--- config.mk ---
export PLATFORM = sky130hd
export DESIGN_NAME = pipe_stage_regs
export DESIGN_NICKNAME = d
export VERILOG_FILES = /design/src/rtl/pipe_stage_regs.sv
export SDC_FILE = /design/constraint.sdc
export NUM_CORES = 1
export LEC_CHECK = 0
export BUFFER_PORTS_ARGS = -buffer_cell sky130_fd_sc_hd__buf_4
export CAP_MARGIN = 30
export CORE_AREA = 4 4 337 339
export DETAILED_ROUTE_END_ITERATION = 10
export DIE_AREA = 0 0 341 343
export GPL_TIMING_DRIVEN = 0
export SYNTH_ARGS = -nofsm -noshare
export SYNTH_HDL_FRONTEND = slang
export SYNTH_SLANG_ARGS = --single-unit
--- constraint.sdc ---
create_clock -name clk -period 1.3 [get_ports clk]
set_input_delay 0.26 -clock clk [delete_from_list [all_inputs] [get_ports clk]]
set_output_delay 0.26 -clock clk [all_outputs]
set_load 0.02 [all_outputs]
--- src/rtl/pipe_stage_regs.sv ---
// pipe_stage_regs: Y86-64 F/D/E pipeline registers and condition codes with stall/bubble control.
// Define PIPE_STATS_EN to add saturating stall_cnt/bubble_cnt event counters.
module pipe_stage_regs #(
  parameter int W = 64,
  parameter logic [W-1:0] RESET_PC = '0
) (
  input  logic              clk,
  input  logic              rst_n,
  input  logic [W-1:0]      f_predPC_in,
  input  logic [20+2*W-1:0] d_bus_in,
  input  logic [28+3*W-1:0] e_bus_in,
  input  logic [2:0]        cc_in,
  input  logic              F_stall,
  input  logic              D_stall,
  input  logic              D_bubble,
  input  logic              E_bubble,
  input  logic              set_cc,
  output logic [W-1:0]      F_predPC,
  output logic [20+2*W-1:0] d_bus,
  output logic [28+3*W-1:0] e_bus,
  output logic [2:0]        cc,
`ifdef PIPE_STATS_EN
  output logic [15:0]       stall_cnt,
  output logic [15:0]       bubble_cnt,
`endif
  output logic              ctrl_err
);
  localparam logic [20+2*W-1:0] D_NOP = {4'b1000, 4'h1, 4'h0, 8'hFF, {(2*W){1'b0}}};
  localparam logic [28+3*W-1:0] E_NOP = {4'b1000, 4'h1, 4'h0, 16'hFFFF, {(3*W){1'b0}}};
  logic e_opq;
  // CC write is qualified by the instruction currently held in E, not the one entering
  assign e_opq = e_bus[20+3*W +: 4] == 4'h6;
  always_ff @(posedge clk or negedge rst_n) begin
    if (!rst_n) begin
      F_predPC <= RESET_PC;
      d_bus    <= D_NOP;
      e_bus    <= E_NOP;
      cc       <= 3'b100;
      ctrl_err <= 1'b0;
    end else begin
      if (!F_stall) F_predPC <= f_predPC_in;
      if (!D_stall) d_bus <= D_bubble ? D_NOP : d_bus_in;
      e_bus <= E_bubble ? E_NOP : e_bus_in;
      if (set_cc && e_opq) cc <= cc_in;
      if (D_stall && D_bubble) ctrl_err <= 1'b1;
    end
  end
`ifdef PIPE_STATS_EN
  always_ff @(posedge clk or negedge rst_n) begin
    if (!rst_n) begin
      stall_cnt  <= '0;
      bubble_cnt <= '0;
    end else begin
      if ((F_stall || D_stall) && stall_cnt != 16'hFFFF) stall_cnt <= stall_cnt + 16'd1;
      if ((D_bubble || E_bubble) && bubble_cnt != 16'hFFFF) bubble_cnt <= bubble_cnt + 16'd1;
    end
  end
`endif
endmodule
==> run metrics <==
status complete, but fails checks; violations in the final reports negative hold slack, negative setup slack; Seq cells post-synth 436; slowest stage delay, CP 0.61 ns; Final Skew 0.00641 ns; Area Overhead vs Synth 108%; Lkg Pwr about 16 nW; Worst-Margin Slew 0.726 ns; Gate Count Post-Synth 1250; Final setup violation count 438; worst r2r path cells 4; layout filler cell count 10.9k; largest net degree at the start of global routing 115; ys async rst share 100%; worst path bufs/invs 1; count of cell types in the netlist 18; worst path cell trace buf_6; Detail Route Antenna Nets 0; number of top-level pins roughly 880; Root Driver clkbuf_16; Mapped Area 16100 sq um; crit-path leading delay family flip-flops; cts hold-fix bufs 440; H-tree Lvls 2; final worst slack -0.317 ns; gr usage total roughly 14%; Fin Hold WS -0.544 ns; share of cells above drive strength 1 44.9%; Avg Cell Area, Syn 12.8 sq um; worst r2r dst cc[0]; CTS tree built; Congestion Overflow GR 0; via/cell ratio 3.61; Critical Path Fanout Max 2; Initial DRT Pass Iterations 4; core area 110000 sq um; Port Buffers around 870; crit path kind reg -> out; CTS Buffer Depth 3; clk sink count ~440; met2 Use GR 22.9%; Max-Cap Viols 0; Final Core Density 30.3%; routed via count 15.5k; Final nets 3192; chip height 343 um; Slowest-stage cell, CP dfstp_2; CP startpoint kind register; wire per inst 19.7 um; Req. time, crit path between 1 and 1.5 ns; hpwl dp 59900 um; syn nets 1692; Initial DRC Count a little over 600; register area share after synthesis 68.2%; GR Layer Usage met1 between 10% and 20%; Post-synth EDFFs 0; Fmax achieved 618 MHz; CTS Buf Count 52; antenna violations before repair 18; Setup WS pre-CTS -0.471 ns; first-pass GRT wire length 117000 um; area of the die 117000 sq um; Register-to-Register Setup Slack -0.07 ns; Total Power roughly 38 mW; final period utilization 124%; Residual DRC 0; Period minus WS final 1.62 ns; RR Startpoint e_bus[215]; number of global-route vias before repair roughly 17k; Synth Flop Type dfrtp_1; worst vdd ir 1.19 mV; PD cells 1150 nW/um^2; final WL 84500 um; grt peak-use layer met2; Yosys Warn Count 0; Final Hold Viols 223; Slew headroom 51.6%; Arr. time, crit path 1.36 ns; Slew Viols, Final 0; Die Wd 341 um; Final GP Congestion 0.874; Site Rows roughly 120; Clock transition at path regs 0.06 ns; met3 usage 5.78%; unrepaired setup endpoints after global routing yes; Hold WC Path Type in -> async; endpoint class of the critical path output port; Initial Utilization ~15%; clock latency at the later pin of the worst-skew pair 0.61 ns
## layer usage
layer,vias to the layer above,share of wire [%]
met5,-,0.077
met4,8,5.0
met3,182,9.9
met2,682,49
met1,7626,36
li1,6984,-
## metrics by stage
| step | setup TNS, ns | cell area (sq um) | cells |
|---|---|---|---|
| final | -45.33 | 33400 | 4290 |
| after global routing | -76.25 | 33400 | 4286 |
| after CTS | -78.57 | 32900 | 4213 |
| after detailed placement | -42.11 | 24600 | 3617 |
| after global placement | -2059.91 | 24500 | 3611 |
| after floorplan | 0 | 16100 | 1250 |
## what timing repair did
action,CTS,global route
hold endpoints to repair,656,223
endpoints found under the setup margin,439,439
buffers inserted,61,66
gates resized for setup,449,4
## worst max path at each step
stage,startpoint,to,depth (start not counted)
after floorplan,e_bus[215],cc[0],3
after global placement,rst_n,e_bus[131],1
after detailed placement,e_bus[215],cc[0],4
after CTS,e_bus[212],e_bus[212],1
after global routing,d_bus[132],d_bus[132],1
final,d_bus[132],d_bus[132],1
## logic make-up (layout without fill, tap and decap cells)
logic type,count (synthesis),count (layout),synth area share [%]
buffers and inverters,80,1621,3.36
AO/OA/AOI/OAI,149,149,4.66
other,0,11,0
multiplexers,67,67,6.10
AND/OR/NAND/NOR,518,518,17.7
flip-flops,436,436,68.2
## Yosys cell counts (6+ instances only)
library cell | instances | area, sq um
or2_1 | 18 | 113
dfstp_2 | 29 | 762
nor2b_1 | 202 | 1260
mux2_4 | 60 | 901
o21ai_0 | 31 | 155
buf_2 | 41 | 205
dfrtp_1 | 407 | 10200
nor2_1 | 11 | 41.3
clkbuf_1 | 10 | 37.5
nand2_1 | 148 | 556
buf_6 | 22 | 248
buf_4 | 6 | 45.0
mux2_2 | 7 | 78.8
o21ai_1 | 117 | 586
nand2b_1 | 138 | 863
## flip-flops by register name, summed over array words and instances (netlist names)
register / flops
F_predPC: 64
e_bus: 220
cc: 3
d_bus: 148
ctrl_err: 1
## power breakdown
group / internal [mW] / switching [mW]
registers: 14.5 / 0.667
logic: 4.67 / 3.75
clock network: 8.57 / 6.21
## area by class of cell
| cell class | instances | area, sq um | area share, % |
|---|---|---|---|
| antenna | 11 | 27.5 | 0.0824 |
| buffer | 80 | 539 | 1.62 |
| clock buffer | 80 | 1500 | 4.49 |
| clock inverter | 15 | 198 | 0.592 |
| multi-input combinational | 734 | 4590 | 13.8 |
| sequential | 436 | 11000 | 32.8 |
| tap | 1488 | 1860 | 5.58 |
| timing repair buffer | 1446 | 13700 | 41.1 |
## cells in the final DEF, fill, tap and decap left out, drive strengths merged, types with 18 or more instances in the layout
| cell type | synthesis | final |
|---|---|---|
| buf | 70 | 1076 |
| dlygate4sd3 | 0 | 440 |
| dfrtp | 407 | 407 |
| nor2b | 202 | 202 |
| nand2 | 148 | 148 |
| o21ai | 148 | 148 |
| nand2b | 138 | 138 |
| clkbuf | 10 | 90 |
| mux2 | 67 | 67 |
| dfstp | 29 | 29 |
| or2 | 18 | 18 |
Note: power is estimated with default switching activity, not from simulation.
